===== config.mk =====
export PLATFORM = sky130hd
export DESIGN_NAME = pe_traffic_gen_flat
export DESIGN_NICKNAME = d
export VERILOG_FILES = /design/src/rtl/pe_traffic_gen_if.sv /design/src/rtl/pe_traffic_gen.sv /design/src/flat_wrapper.sv
export SDC_FILE = /design/constraint.sdc
export NUM_CORES = 1
export LEC_CHECK = 0
export ABC_AREA = 1
export BUFFER_PORTS_ARGS = -buffer_cell sky130_fd_sc_hd__buf_2
export CORE_ASPECT_RATIO = 2
export CORE_MARGIN = 5
export CORE_UTILIZATION = 30
export CTS_BUF_LIST = sky130_fd_sc_hd__clkbuf_16
export DETAILED_ROUTE_END_ITERATION = 6
export GPL_ROUTABILITY_DRIVEN = 0
export GPL_TIMING_DRIVEN = 0
export PLACE_DENSITY = 0.62
export REMOVE_ABC_BUFFERS = 1
export SLEW_MARGIN = 20
export SYNTH_ARGS = -nofsm -noshare
export SYNTH_HDL_FRONTEND = slang
export SYNTH_SLANG_ARGS = --single-unit

===== constraint.sdc =====
create_clock -name clk -period 2.4 [get_ports clk]
set_clock_uncertainty 0.15 [all_clocks]
set_input_delay 0.24 -clock clk [delete_from_list [all_inputs] [get_ports clk]]
set_output_delay 0.24 -clock clk [all_outputs]
set_load 0.01 [all_outputs]

===== src/rtl/pe_traffic_gen_if.sv =====
// ---------------------------------------------------------------------------
// pe_traffic_gen_if
// Link between a processing element and the Local port of a BiNoC router.
//   ReqDnStr  : PE -> router, request to inject PacketOut
//   PacketOut : PE -> router, packet held stable while ReqDnStr is high
//   GntDnStr  : router -> PE, grant that consumes the pending packet
//   DnStrFull : router -> PE, Local input buffer full
//   PacketIn  : router -> PE, ejected packet
//   ValidIn   : router -> PE, PacketIn valid, one cycle per packet
// master = PE side, slave = router side.
// ---------------------------------------------------------------------------
interface pe_traffic_gen_if #(
  parameter int DATA_W = 32
);
  logic              ReqDnStr;
  logic              GntDnStr;
  logic              DnStrFull;
  logic [DATA_W-1:0] PacketOut;
  logic [DATA_W-1:0] PacketIn;
  logic              ValidIn;

  modport master (
    output ReqDnStr, PacketOut,
    input  GntDnStr, DnStrFull, PacketIn, ValidIn
  );

  modport slave (
    input  ReqDnStr, PacketOut,
    output GntDnStr, DnStrFull, PacketIn, ValidIn
  );
endinterface


===== src/rtl/pe_traffic_gen.sv =====
// ---------------------------------------------------------------------------
// pe_traffic_gen
// Traffic generator and sink for one BiNoC mesh node. Injects packets
// {src_x, src_y, dst_x, dst_y, payload} into the router Local port with an
// LFSR-driven inter-packet gap until a packet budget is met, and counts
// ejected packets plus those whose destination field is not this node.
// Ports:
//   clk, rst       : clock, synchronous active-high reset
//   enable_i       : start next packet (sampled in IDLE only)
//   mode_i         : 0 uniform, 1 transpose, 2 fixed, 3 bit-complement
//   fixed_dst_i    : {x,y} destination for mode 2
//   pkt_budget_i   : packets to send, 0 = unlimited
//   noc_if         : router Local-port link (master side)
//   tx_count_o     : packets granted
//   rx_count_o     : packets received
//   rx_err_o       : received packets not addressed to this node
//   done_o         : budget exhausted, sticky until reset
// ---------------------------------------------------------------------------
module pe_traffic_gen #(
  parameter int          DATA_W    = 32,
  parameter int          COORD_W   = 2,
  parameter int          MESH_X    = 4,
  parameter int          MESH_Y    = 4,
  parameter int          ROUTER_X  = 0,
  parameter int          ROUTER_Y  = 0,
  parameter int          GAP_W     = 4,
  parameter int          CNT_W     = 16,
  parameter logic [15:0] LFSR_SEED = 16'hACE1
) (
  input  logic                   clk,
  input  logic                   rst,
  input  logic                   enable_i,
  input  logic [1:0]             mode_i,
  input  logic [2*COORD_W-1:0]   fixed_dst_i,
  input  logic [CNT_W-1:0]       pkt_budget_i,
  pe_traffic_gen_if.master       noc_if,
  output logic [CNT_W-1:0]       tx_count_o,
  output logic [CNT_W-1:0]       rx_count_o,
  output logic [CNT_W-1:0]       rx_err_o,
  output logic                   done_o
);

  localparam int                 PAY_W  = DATA_W - 4*COORD_W;
  localparam logic [COORD_W-1:0] SELF_X = COORD_W'(ROUTER_X);
  localparam logic [COORD_W-1:0] SELF_Y = COORD_W'(ROUTER_Y);

  typedef enum logic [1:0] {IDLE, BUILD, GAP, WAIT_GRANT} state_e;

  state_e              state_q, state_d;
  logic [15:0]         lfsr_q, lfsr_d;
  logic [GAP_W-1:0]    gap_q, gap_d;
  logic [GAP_W-1:0]    gap_cnt_q, gap_cnt_d;
  logic                req_q, req_d;
  logic [DATA_W-1:0]   pkt_q, pkt_d;
  logic [CNT_W-1:0]    tx_q, tx_d, tx_inc;
  logic [CNT_W-1:0]    rx_q, rx_d;
  logic [CNT_W-1:0]    err_q, err_d;
  logic                done_q, done_d;

  logic [COORD_W-1:0]   rnd_x, rnd_y, dst_x, dst_y;
  logic [DATA_W-1:0]    pkt_build;
  logic [2*COORD_W-1:0] rx_dst;

  // Galois LFSR, taps 0xB400, free-running outside reset.
  assign lfsr_d = {1'b0, lfsr_q[15:1]} ^ (lfsr_q[0] ? 16'hB400 : 16'h0000);

  // Destination and packet image; only captured in BUILD.
  always_comb begin
    // NOTE: every comb output gets a default first so no path leaves it unassigned (no latch).
    rnd_x = COORD_W'(32'(lfsr_q[COORD_W-1:0]) % MESH_X);
    rnd_y = COORD_W'(32'(lfsr_q[2*COORD_W-1:COORD_W]) % MESH_Y);
    // Uniform mode never targets this node: bump x to the next column.
    if (rnd_x == SELF_X && rnd_y == SELF_Y)
      rnd_x = COORD_W'((32'(rnd_x) + 32'd1) % MESH_X);

    case (mode_i)
      2'd0:    begin dst_x = rnd_x;                    dst_y = rnd_y;                    end
      2'd1:    begin dst_x = SELF_Y;                   dst_y = SELF_X;                   end
      2'd2:    begin {dst_x, dst_y} = fixed_dst_i;                                       end
      default: begin dst_x = COORD_W'(MESH_X-1-ROUTER_X); dst_y = COORD_W'(MESH_Y-1-ROUTER_Y); end
    endcase

    pkt_build = {SELF_X, SELF_Y, dst_x, dst_y, PAY_W'(tx_q)};
  end

  assign tx_inc = (&tx_q) ? tx_q : tx_q + 1'b1;

  // Transmit FSM next state.
  always_comb begin
    state_d   = state_q;
    gap_d     = gap_q;
    gap_cnt_d = gap_cnt_q;
    req_d     = req_q;
    pkt_d     = pkt_q;
    tx_d      = tx_q;
    done_d    = done_q;

    case (state_q)
      IDLE: begin
        if (!done_q && enable_i) begin
          gap_d     = lfsr_q[15 -: GAP_W];
          gap_cnt_d = '0;
          state_d   = BUILD;
        end
      end
      BUILD: begin
        pkt_d   = pkt_build;
        state_d = GAP;
      end
      GAP: begin
        // A full Local buffer freezes the gap countdown as well as the request.
        if (!noc_if.DnStrFull) begin
          if (gap_cnt_q != gap_q) begin
            gap_cnt_d = gap_cnt_q + 1'b1;
          end else begin
            req_d   = 1'b1;
            state_d = WAIT_GRANT;
          end
        end
      end
      WAIT_GRANT: begin
        if (noc_if.GntDnStr) begin
          req_d   = 1'b0;
          tx_d    = tx_inc;
          // Compare against the post-grant count so a budget lowered below
          // tx_count still terminates on this grant.
          if (pkt_budget_i != '0 && tx_inc >= pkt_budget_i)
            done_d = 1'b1;
          state_d = IDLE;
        end
      end
      default: state_d = IDLE;
    endcase
  end

  // Receive path, independent of the FSM.
  assign rx_dst = noc_if.PacketIn[DATA_W-2*COORD_W-1 -: 2*COORD_W];

  always_comb begin
    rx_d  = rx_q;
    err_d = err_q;
    if (noc_if.ValidIn) begin
      if (!(&rx_q)) rx_d = rx_q + 1'b1;
      if (rx_dst != {SELF_X, SELF_Y} && !(&err_q)) err_d = err_q + 1'b1;
    end
  end

  always_ff @(posedge clk) begin
    // NOTE: the synchronous reset covers every register here, so a grant seen
    // in a reset cycle is dropped with the rest of the state.
    if (rst) begin
      state_q   <= IDLE;
      lfsr_q    <= LFSR_SEED;
      gap_q     <= '0;
      gap_cnt_q <= '0;
      req_q     <= 1'b0;
      pkt_q     <= '0;
      tx_q      <= '0;
      rx_q      <= '0;
      err_q     <= '0;
      done_q    <= 1'b0;
    end else begin
      // NOTE: non-blocking assignments so every register updates from the
      // same pre-edge values.
      state_q   <= state_d;
      lfsr_q    <= lfsr_d;
      gap_q     <= gap_d;
      gap_cnt_q <= gap_cnt_d;
      req_q     <= req_d;
      pkt_q     <= pkt_d;
      tx_q      <= tx_d;
      rx_q      <= rx_d;
      err_q     <= err_d;
      done_q    <= done_d;
    end
  end

  assign noc_if.ReqDnStr  = req_q;
  assign noc_if.PacketOut = pkt_q;
  assign tx_count_o       = tx_q;
  assign rx_count_o       = rx_q;
  assign rx_err_o         = err_q;
  assign done_o           = done_q;

endmodule


===== src/flat_wrapper.sv =====
// flat-port wrapper written by rule: the top's interface ports become plain ports
module pe_traffic_gen_flat 
#(
  parameter int          DATA_W    = 32,
  parameter int          COORD_W   = 2,
  parameter int          MESH_X    = 4,
  parameter int          MESH_Y    = 4,
  parameter int          ROUTER_X  = 0,
  parameter int          ROUTER_Y  = 0,
  parameter int          GAP_W     = 4,
  parameter int          CNT_W     = 16,
  parameter logic [15:0] LFSR_SEED = 16'hACE1
)
  (clk, rst, enable_i, mode_i, fixed_dst_i, pkt_budget_i, tx_count_o, rx_count_o, rx_err_o, done_o, noc_if_ReqDnStr, noc_if_PacketOut, noc_if_GntDnStr, noc_if_DnStrFull, noc_if_PacketIn, noc_if_ValidIn);
  pe_traffic_gen_if #(.DATA_W(DATA_W)) noc_if_i ();
  input  logic clk;
  input  logic rst;
  input  logic enable_i;
  input  logic [1:0] mode_i;
  input  logic [2*COORD_W-1:0] fixed_dst_i;
  input  logic [CNT_W-1:0] pkt_budget_i;
  output logic [CNT_W-1:0] tx_count_o;
  output logic [CNT_W-1:0] rx_count_o;
  output logic [CNT_W-1:0] rx_err_o;
  output logic done_o;
  output wire logic [$bits(noc_if_i.ReqDnStr)-1:0] noc_if_ReqDnStr;
  output wire logic [$bits(noc_if_i.PacketOut)-1:0] noc_if_PacketOut;
  input wire logic [$bits(noc_if_i.GntDnStr)-1:0] noc_if_GntDnStr;
  input wire logic [$bits(noc_if_i.DnStrFull)-1:0] noc_if_DnStrFull;
  input wire logic [$bits(noc_if_i.PacketIn)-1:0] noc_if_PacketIn;
  input wire logic [$bits(noc_if_i.ValidIn)-1:0] noc_if_ValidIn;
  assign noc_if_ReqDnStr = noc_if_i.ReqDnStr;
  assign noc_if_PacketOut = noc_if_i.PacketOut;
  assign noc_if_i.GntDnStr = noc_if_GntDnStr;
  assign noc_if_i.DnStrFull = noc_if_DnStrFull;
  assign noc_if_i.PacketIn = noc_if_PacketIn;
  assign noc_if_i.ValidIn = noc_if_ValidIn;
  pe_traffic_gen #(.DATA_W(DATA_W), .COORD_W(COORD_W), .MESH_X(MESH_X), .MESH_Y(MESH_Y), .ROUTER_X(ROUTER_X), .ROUTER_Y(ROUTER_Y), .GAP_W(GAP_W), .CNT_W(CNT_W), .LFSR_SEED(LFSR_SEED)) u_core (.clk(clk), .rst(rst), .enable_i(enable_i), .mode_i(mode_i), .fixed_dst_i(fixed_dst_i), .pkt_budget_i(pkt_budget_i), .noc_if(noc_if_i), .tx_count_o(tx_count_o), .rx_count_o(rx_count_o), .rx_err_o(rx_err_o), .done_o(done_o));
endmodule

==> results of run 1 <==
==> kinds of logic (layout without fill, tap and decap cells) <==
| logic type | Yosys count | count (layout) | synth area share (%) |
|---|---|---|---|
| xor gates and xnor gates | 37 | 37 | 6.17 |
| AOI/OAI and AO/OA | 132 | 132 | 13.0 |
| other | 1 | 12 | 0.0714 |
| and+or+nand+nor | 313 | 313 | 26.7 |
| buffers and inverters | 139 | 243 | 11.5 |
| adders and majority gates | 25 | 25 | 5.95 |
| DFF | 96 | 96 | 36.6 |
==> flip-flops by register name, indices dropped and copies added, names as in the netlist <==
register                 flops
u_core.lfsr_q               16
u_core.tx_count_o           16
u_core.noc_if.PacketOut     20
u_core.gap_cnt_q             4
u_core.rx_count_o           16
u_core.rx_err_o             16
u_core.state_q               2
u_core.gap_q                 4
u_core.done_o                1
u_core.noc_if.ReqDnStr       1
==> timing repair <==
item	CTS	global route
hold buffers	2	0
gates resized for setup	12	50
hold endpoints to repair	2	0
buffers inserted	1	16
pin swaps	1	17
setup endpoints to repair	12	2
==> per-layer routing <==
metal  share of wire, %  routed length, µm
met1                 36               5460
met4                3.6                535
met2                 56               8470
met3                3.8                573
met5                  0                  0
==> power by group through the flow <==
stage | Clock [mW] | Combinational, mW | Sequential (mW)
3_5_place_dp | 0 | 1.06 | 1.99
5_1_grt | 1.66 | 1.25 | 1.99
4_1_cts | 1.58 | 1.08 | 1.96
2_1_floorplan | 0 | 0.590 | 2.05
3_3_place_gp | 0 | 1.05 | 1.99
6_report | 1.53 | 1.09 | 1.96
==> tightest hold or removal path, cell delays in order <==
cell,delay [ns]
buf_2,0.11
nand2_1,0.07
a31oi_1,0.07
==> layout by cell type, fill, tap and decap left out, drive strengths merged <==
master / count
a211oi: 1
a21oi: 70
a31oi: 4
and2: 1
buf: 118
bufinv: 1
clkbuf: 9
clkinv: 3
conb: 12
dfxtp: 96
dlygate4sd3: 2
ha: 25
inv: 110
nand2: 157
nand3: 29
nand4: 14
nor2: 90
nor3: 15
nor3b: 1
nor4: 2
o211ai: 1
o21a: 2
o21ai: 53
o21bai: 1
or2: 4
xnor2: 8
xor2: 29
==> final cells by class <==
cell class                 instances  share of cell area (%)
clock buffer                       9                    3.46
clock inverter                     7                    1.25
inverter                         107                    6.29
multi-input combinational        519                    44.3
sequential                        96                    30.1
tap                              210                    4.04
timing repair buffer             120                    10.5
==> worst max-delay path by stage <==
stage / from / endpoint / slack (ns) / cells after the start
global route: u_core.tx_count_o[5] / u_core.done_o / -0.22 / 15
CTS: u_core.tx_count_o[12] / u_core.done_o / -0.20 / 17
finish: u_core.tx_count_o[13] / u_core.done_o / -0.16 / 15
detailed placement: u_core.tx_count_o[0] / u_core.done_o / -0.45 / 18
global placement: rst / u_core.noc_if.PacketOut[10] / -0.58 / 4
floorplan: u_core.tx_count_o[0] / u_core.done_o / 0.05 / 19
==> impl_metrics.json, run 1 <==
{
  "hold_class": "in2reg",
  "p_comb_share_pct": 23.8,
  "power_switching_mw": 1.54,
  "drtIter0Drc": 158,
  "final_hold_viol_count": 0,
  "synth.avg_cell_area_um2": 7.07,
  "setup_viol": 1,
  "fin_ws_ns": -0.159,
  "place_ws_ns": -0.448,
  "intPower_mw": 3.04,
  "r2r_start": "u_core.tx_count_o[13]",
  "hold_end": "u_core.noc_if.PacketOut[25]",
  "swShare_pct": 33.6,
  "fin_hold_ws_ns": 0.0343,
  "die_area_mm2": 0.0204,
  "min_period_ns": 2.56,
  "multiInputGateArea_mm2": 0.00288,
  "synth_seq_area_share_pct": 36.6,
  "wl_mm": 15.0,
  "detailedPlacementHpwl_mm": 10.9,
  "drcViolationCount": 0,
  "root_buffer": "clkbuf_16",
  "grt_pass1_wl_mm": 23.5,
  "path_cells": "nand2_2 -> nor3_4 -> nand2_2 -> nor2_4 -> clkinv_4 -> buf_12 -> buf_4 -> nand2_1 -> ha_4 -> a21oi_1 -> o21ai_1 -> nor2_1 -> nand2_2 -> nand2_2 -> a21oi_2",
  "synth_common_cells": "145 x nand2_1, 103 x inv_1, 96 x dfxtp_1",
  "utilization_pct": 37.6,
  "slew_violations": 0,
  "avgRoutedWirePerCell_um": 14.1,
  "core_area_mm2": 0.0173,
  "rsz0062_at_grt": "yes",
  "ant_nets": 0,
  "synth_ff_type": "dfxtp_1",
  "r2r_end": "u_core.done_o",
  "yosysUniqueCellTypes": 38,
  "busiest_layer": "met2",
  "die_h_um": 197,
  "cpPeakStageDelay_ns": 0.37,
  "drive_gt1_share_pct": 24.2,
  "power_mw": 4.58,
  "synth-seq-cells": 96,
  "fin_cells": 1068,
  "die_w_um": 104,
  "nNetsFinal": 938,
  "synth-async-reset-ratio_pct": 0,
  "critPathMaxFanout": 8,
  "grt_use_met2_pct": 28.1,
  "fin_setup_tns_ns": -0.159,
  "grt_util_met1_pct": 13.4,
  "arrival_ns": 2.62,
  "grt-ovfl-total": 0,
  "synth_largest_area_cell": "dfxtp_1",
  "crit_top_cell": "nand2_2",
  "vias_per_cell": 4.73,
  "synth_area_mm2": 0.00525,
  "critical_path_required_ns": 2.47,
  "hp-start": "fixed_dst_i[1]",
  "synth_edf_count": 0,
  "antenna_found_initial": 0,
  "area_delta_synth_final_pct": 23.7,
  "slew_headroom_pct": 50.6,
  "start_kind": "register",
  "cp_top_family": "simple AND/OR/NAND/NOR gates",
  "cts_sinks": 96,
  "n_fill_cell": 1852,
  "seq_area_mm2": 0.00196,
  "status": "complete, but fails checks",
  "first_pass_iters": 4,
  "clkPwrFrac_pct": 33.4,
  "cts_tree": "done",
  "vias": 5047,
  "yosysMostFrequentCell": "nand2_1",
  "port_buffers": 101,
  "clockBufferDepth": 2,
  "rows": 68,
  "yosys_warnings": 0,
  "grt_max_degree": 56,
  "tightest_slew_ns": 0.740,
  "power.leakage_nw": 3.18,
  "grt_use_met3_pct": 3.01,
  "synth_top_area_share_pct": 36.6,
  "crit_buf_inv": 3,
  "ff2ff_setup_slack_ns": -0.16,
  "place_area_mm2": 0.00586,
  "grt_pass1_vias": 4770,
  "max_freq_mhz": 391,
  "drv_cap": 0,
  "worst_ir_drop_vdd_mv": 0.297,
  "track_usage_pct": 14.2,
  "pwr-share-seq_pct": 42.8,
  "syn_inst": 743,
  "synthTopCellsByArea": "dfxtp_1 37%, nand2_1 10%, inv_1 7.4%, a21oi_1 6.7%, nor2_1 6.0%",
  "p_per_area_mw_per_mm2": 705,
  "fin_crit_sh_pct": 107,
  "final_cell_area_mm2": 0.00650,
  "failed_checks": "setup timing",
  "hold_depth": 3,
  "n_antenna_cell": 0,
  "endpoint_kind": "register",
  "htreeDepth": 3,
  "clk_latency_ns": 0.35,
  "numCtsBuffers": 9,
  "rr_worst_depth": 15,
  "io_pins": 142,
  "path_clk_slew_ns": 0.08,
  "dp.cells": 1033,
  "start_util_pct": 30.4,
  "crit_path_top_delay_cell": "dfxtp_4",
  "criticalPathCategory": "reg2reg"
}
Power figures use the tool's default switching activity.
==> run 2: changes to the inputs <==
--- a/config.mk
+++ b/config.mk
@@ -6,7 +6,7 @@
 export NUM_CORES = 1
 export LEC_CHECK = 0
 export ABC_AREA = 1
-export BUFFER_PORTS_ARGS = -buffer_cell sky130_fd_sc_hd__buf_2
+export BUFFER_PORTS_ARGS = -buffer_cell sky130_fd_sc_hd__buf_4
 export CORE_ASPECT_RATIO = 2
 export CORE_MARGIN = 5
 export CORE_UTILIZATION = 30
@@ -16,6 +16,7 @@
 export GPL_TIMING_DRIVEN = 0
 export PLACE_DENSITY = 0.62
 export REMOVE_ABC_BUFFERS = 1
+export SKIP_CTS_REPAIR_TIMING = 1
 export SLEW_MARGIN = 20
 export SYNTH_ARGS = -nofsm -noshare
 export SYNTH_HDL_FRONTEND = slang
==> run 2 against run 1 <==
The run still ends with setup timing left. Die area stayed put. Worst setup slack worse by 0.0056 ns. Sequential share of layout area is 0.61 points lower. Register-to-register slack hardly changed. First-iteration DRC count is 23% lower. Sequential cell count stayed put. Worst hold slack worse by 0.027 ns. Maximum frequency is 0.22% lower. Critical path type unchanged. Critical endpoint unchanged. Largest cell class unchanged. Highest routed layer unchanged.
==> impl_metrics.json, run 2 (same netlist as run 1, synthesis figures left out) <==
{
  "antenna_found_initial": 0,
  "worst-path-stages": 18,
  "power.leakage_nw": 3.12,
  "grt_use_met2_pct": 27.3,
  "hold_class": "in2reg",
  "final_hold_viol_count": 0,
  "n_fill_cell": 1829,
  "seq_area_mm2": 0.00194,
  "die_h_um": 197,
  "start_util_pct": 30.4,
  "min_period_ns": 2.56,
  "crit_start": "u_core.tx_count_o[14]",
  "die_area_mm2": 0.0204,
  "first_pass_iters": 4,
  "criticalPathCategory": "reg2reg",
  "die_w_um": 104,
  "drive_gt1_share_pct": 22.0,
  "clk_latency_ns": 0.35,
  "slew_violations": 0,
  "crit_end": "u_core.done_o",
  "path_clk_slew_ns": 0.08,
  "r2r_end": "u_core.done_o",
  "setup_viol": 1,
  "clockBufferDepth": 2,
  "root_buffer": "clkbuf_16",
  "largest_register_ffs": 20,
  "io_pins": 142,
  "ff2ff_setup_slack_ns": -0.16,
  "grt_max_degree": 56,
  "crit_top_cell": "nand2_1",
  "power_mw": 4.58,
  "htreeDepth": 3,
  "busiest_layer": "met2",
  "final_common_cell": "nand2_1",
  "tightest_slew_ns": 0.706,
  "multiInputGateArea_mm2": 0.00287,
  "crit_buf_inv": 2,
  "detailedPlacementHpwl_mm": 11.0,
  "fin_setup_tns_ns": -0.165,
  "failed_checks": "setup timing",
  "grt_use_met3_pct": 2.45,
  "cp_top_family": "simple AND/OR/NAND/NOR gates",
  "vias_per_cell": 4.64,
  "ant_nets": 0,
  "grt_pass1_wl_mm": 23.5,
  "port_buffers": 101,
  "start_kind": "register",
  "path_cells": "nand2_1 -> nor3_4 -> nand2_2 -> nor2_4 -> inv_6 -> nand2_1 -> and2_4 -> ha_1 -> inv_1 -> nand2_1 -> nand2_1 -> nand3_1 -> nand2_1 -> nand2_1 -> nand2_1 -> nand2_1 -> nand2_1 -> a21oi_2",
  "drcViolationCount": 0,
  "core_area_mm2": 0.0173,
  "grt_util_met1_pct": 13.6,
  "rr_worst_depth": 18,
  "p_per_area_mw_per_mm2": 694,
  "drv_cap": 0,
  "rows": 68,
  "critPathMaxFanout": 16,
  "grt_pass1_vias": 4806,
  "slew_headroom_pct": 52.9,
  "r2r_start": "u_core.tx_count_o[14]",
  "cts_tree": "done",
  "avgRoutedWirePerCell_um": 13.7,
  "arrival_ns": 2.63,
  "utilization_pct": 38.2,
  "drtIter0Drc": 121,
  "cpPeakStageDelay_ns": 0.38,
  "worst_ir_drop_vdd_mv": 0.305,
  "layout_common_cells": "140 x nand2_1, 105 x buf_4, 101 x inv_1",
  "numCtsBuffers": 9,
  "n_antenna_cell": 0,
  "nNetsFinal": 924,
  "critical_path_required_ns": 2.47,
  "max_freq_mhz": 390,
  "cts_sinks": 96,
  "rsz0062_at_grt": "yes",
  "status": "complete, but fails checks",
  "fin_crit_sh_pct": 107,
  "vias": 4888,
  "area_delta_synth_final_pct": 25.5,
  "fin_ws_ns": -0.165,
  "endpoint_kind": "register",
  "crit_path_top_delay_cell": "dfxtp_4",
  "wl_mm": 14.4,
  "grt-ovfl-total": 0,
  "track_usage_pct": 14.1
}
run 2: changes by cell type in the layout (fill, tap and decap cells not counted), sizes merged:
cell | previous run | this run
buf | 118 | 106
dlygate4sd3 | 2 | 0
bufinv | 1 | 0
inv | 110 | 111
run 2: per-layer routing:
metal,part of all wire [%],routed length [µm],vias to the layer above
met2,56,8160,109
met1,36,5240,2214
met4,3.5,510,0
li1,-,-,2541
met3,3.7,529,24
met5,0,0,-
run 2: metrics by stage:
stage	hold WS, ns	instances	setup WS, ns	cell area (µm²)
after floorplan	0.159	722	0.0501	5090
after detailed placement	0.245	1034	-0.445	6140
after CTS	-0.0127	1050	-0.472	6440
after global routing	0.00137	1054	-0.303	6590
final	0.00730	1054	-0.165	6590
after global placement	0.247	1033	-0.411	6110
run 2: cell type report:
cell class	count	area share (%)
Clock buffer	9	3.42
Clock inverter	7	1.10
Inverter	107	6.17
Multi-Input combinational cell	519	43.5
Sequential cell	96	29.5
Tap cell	210	3.99
Timing Repair Buffer	106	12.4
run 2: worst register-to-register path: stages (launching register included):
cell	delay (ns)
dfxtp_4	0.38
nand2_1	0.13
nor3_4	0.27
nand2_2	0.10
nor2_4	0.21
inv_6	0.12
nand2_1	0.08
and2_4	0.14
ha_1	0.21
inv_1	0.05
nand2_1	0.04
nand2_1	0.06
nand3_1	0.07
nand2_1	0.07
nand2_1	0.09
nand2_1	0.08
nand2_1	0.05
nand2_1	0.09
a21oi_2	0.05
run 2: how the worst min path moves through the flow:
stage	startpoint	endpoint	slack, ns	cells past startpoint
2_1_floorplan	rst	u_core.done_o	0.16	1
3_3_place_gp	u_core.lfsr_q[10]	u_core.lfsr_q[9]	0.25	2
3_5_place_dp	u_core.lfsr_q[10]	u_core.lfsr_q[9]	0.25	2
4_1_cts	fixed_dst_i[3]	u_core.noc_if.PacketOut[27]	-0.01	3
5_1_grt	fixed_dst_i[3]	u_core.noc_if.PacketOut[27]	0.001	3
6_report	fixed_dst_i[3]	u_core.noc_if.PacketOut[27]	0.007	3
run 2: where the power goes:
part | internal (mW) | switching [mW] | leakage (nW)
Sequential | 1.81 | 0.159 | 0.791
Combinational | 0.485 | 0.674 | 2.18
Clock | 0.741 | 0.704 | 0.149
==> run 3: changes to the inputs <==
--- a/config.mk
+++ b/config.mk
@@ -13,8 +13,7 @@
 export CTS_BUF_LIST = sky130_fd_sc_hd__clkbuf_16
 export DETAILED_ROUTE_END_ITERATION = 6
 export GPL_ROUTABILITY_DRIVEN = 0
-export GPL_TIMING_DRIVEN = 0
-export PLACE_DENSITY = 0.62
+export PLACE_DENSITY = 0.61
 export REMOVE_ABC_BUFFERS = 1
 export SKIP_CTS_REPAIR_TIMING = 1
 export SLEW_MARGIN = 20
==> constraint.sdc (replaced) <==
create_clock -name clk -period 3.2 [get_ports clk]
set_clock_uncertainty 0.15 [all_clocks]
set_input_delay 0.32 -clock clk [delete_from_list [all_inputs] [get_ports clk]]
set_output_delay 0.32 -clock clk [all_outputs]
set_load 0.01 [all_outputs]
==> run 3 against run 2 <==
The run now ends clean. Non-clock buffer count is 3 higher. Combinational power is 25% lower. Design area is 2.0% lower. Power is 26% lower. Sequential power is 25% lower. Largest power group unchanged.
==> impl_metrics.json, run 3 (same netlist as run 1, synthesis figures left out) <==
{
  "hp-start": "fixed_dst_i[2]",
  "n_fill_cell": 1884,
  "slew_headroom_pct": 55.5,
  "arrival_ns": 2.83,
  "cts_tree": "done",
  "clk_latency_ns": 0.35,
  "hold_class": "in2reg",
  "grt_pass1_wl_mm": 23.4,
  "largest_register_ffs": 20,
  "port_buffers": 101,
  "fin_crit_sh_pct": 86.6,
  "fin_cells": 1057,
  "fin_setup_tns_ns": 0,
  "power.leakage_nw": 3.08,
  "io_pins": 142,
  "htreeDepth": 3,
  "critical_path_required_ns": 3.26,
  "final_hold_viol_count": 0,
  "r2r_end": "u_core.done_o",
  "final_cell_area_mm2": 0.00646,
  "utilization_pct": 37.4,
  "place_area_mm2": 0.00617,
  "track_usage_pct": 14.2,
  "dp.cells": 1041,
  "n_antenna_cell": 0,
  "r2r_start": "u_core.tx_count_o[0]",
  "die_area_mm2": 0.0204,
  "drv_cap": 0,
  "fin_ws_ns": 0.429,
  "max_freq_mhz": 361,
  "crit_path_top_delay_cell": "dfxtp_1",
  "vias": 4876,
  "start_util_pct": 30.4,
  "root_buffer": "clkbuf_16",
  "critPathMaxFanout": 16,
  "ant_nets": 0,
  "rows": 68,
  "grt_pass1_vias": 4818,
  "hold_depth": 3,
  "first_pass_iters": 4,
  "area_delta_synth_final_pct": 23.0,
  "drtIter0Drc": 146,
  "ff2ff_setup_slack_ns": 0.43,
  "detailedPlacementHpwl_mm": 11.2,
  "power_mw": 3.41,
  "fin_hold_ws_ns": 0.101,
  "crit_top_cell": "nand2_1",
  "drcViolationCount": 0,
  "rsz0062_at_grt": "no",
  "clockBufferDepth": 2,
  "status": "complete, no violations",
  "path_cells": "ha_1 -> nand2_1 -> inv_1 -> nand4_4 -> nor2_4 -> inv_2 -> o21ai_0 -> ha_1 -> nand2_1 -> nand2_1 -> nand2_1 -> nand3_1 -> nand2_1 -> nand2_1 -> nand2_1 -> nand2_1 -> nand2_1 -> a21oi_1",
  "criticalPathCategory": "reg2reg",
  "start_kind": "register",
  "cpPeakStageDelay_ns": 0.41,
  "min_period_ns": 2.77,
  "numCtsBuffers": 9,
  "wl_mm": 14.6,
  "vias_per_cell": 4.61,
  "die_h_um": 197,
  "grt-ovfl-total": 0,
  "place_ws_ns": 0.444,
  "p_per_area_mw_per_mm2": 527,
  "rr_worst_depth": 18,
  "endpoint_kind": "register",
  "layout_common_cells": "145 x nand2_1, 109 x buf_4, 103 x inv_1",
  "final_common_cell": "nand2_1",
  "tightest_slew_ns": 0.668,
  "slew_violations": 0,
  "setup_viol": 0,
  "die_w_um": 104,
  "drive_gt1_share_pct": 18.5,
  "cts_sinks": 96,
  "avgRoutedWirePerCell_um": 13.8,
  "hold_end": "u_core.noc_if.PacketOut[26]",
  "path_clk_slew_ns": 0.08,
  "grt_max_degree": 55,
  "worst_ir_drop_vdd_mv": 0.270,
  "nNetsFinal": 927,
  "antenna_found_initial": 0,
  "core_area_mm2": 0.0173
}
run 3: worst max path at each step:
| stage | from | endpoint | slack, ns | depth (start not counted) |
|---|---|---|---|---|
| 2_1_floorplan | u_core.tx_count_o[0] | u_core.done_o | 0.85 | 19 |
| 3_3_place_gp | u_core.tx_count_o[0] | u_core.done_o | 0.47 | 18 |
| 3_5_place_dp | u_core.tx_count_o[0] | u_core.done_o | 0.44 | 18 |
| 4_1_cts | u_core.tx_count_o[0] | u_core.done_o | 0.44 | 18 |
| 5_1_grt | u_core.tx_count_o[1] | u_core.done_o | 0.21 | 19 |
| 6_report | u_core.tx_count_o[0] | u_core.done_o | 0.43 | 18 |
run 3: final cells by class:
cell class / count / area, µm² / area share, %
well taps: 210 / 263 / 4.07
repair buffers: 109 / 818 / 12.7
flip-flops and latches: 96 / 1920 / 29.7
inverters: 107 / 402 / 6.22
clock buffers: 9 / 225 / 3.49
clock inverters: 7 / 61.3 / 0.949
multi-input cells: 519 / 2770 / 42.9
run 3: critical path: cells and delay by family, from the launching register on:
| family | cells | cell delay, ns |
|---|---|---|
| AND/OR/NAND/NOR | 12 | 1.04 |
| buffers and inverters | 2 | 0.35 |
| adder cells (fa/ha/maj) | 2 | 0.49 |
| AO/OA/AOI/OAI | 2 | 0.21 |
| flip-flops | 1 | 0.41 |
run 3: layer usage:
metal / track usage [%] / routed length (µm)
met1: 12.9 / 5170
met2: 28.7 / 8310
met3: 3.04 / 631
met4: 7.10 / 504
met5: 0 / 0
run 3: power breakdown:
group | leakage (nW) | internal, mW | switching, mW
combinational | 2.15 | 0.363 | 0.507
clock | 0.142 | 0.547 | 0.520
sequential | 0.784 | 1.36 | 0.111
total | 3.08 | 2.27 | 1.14
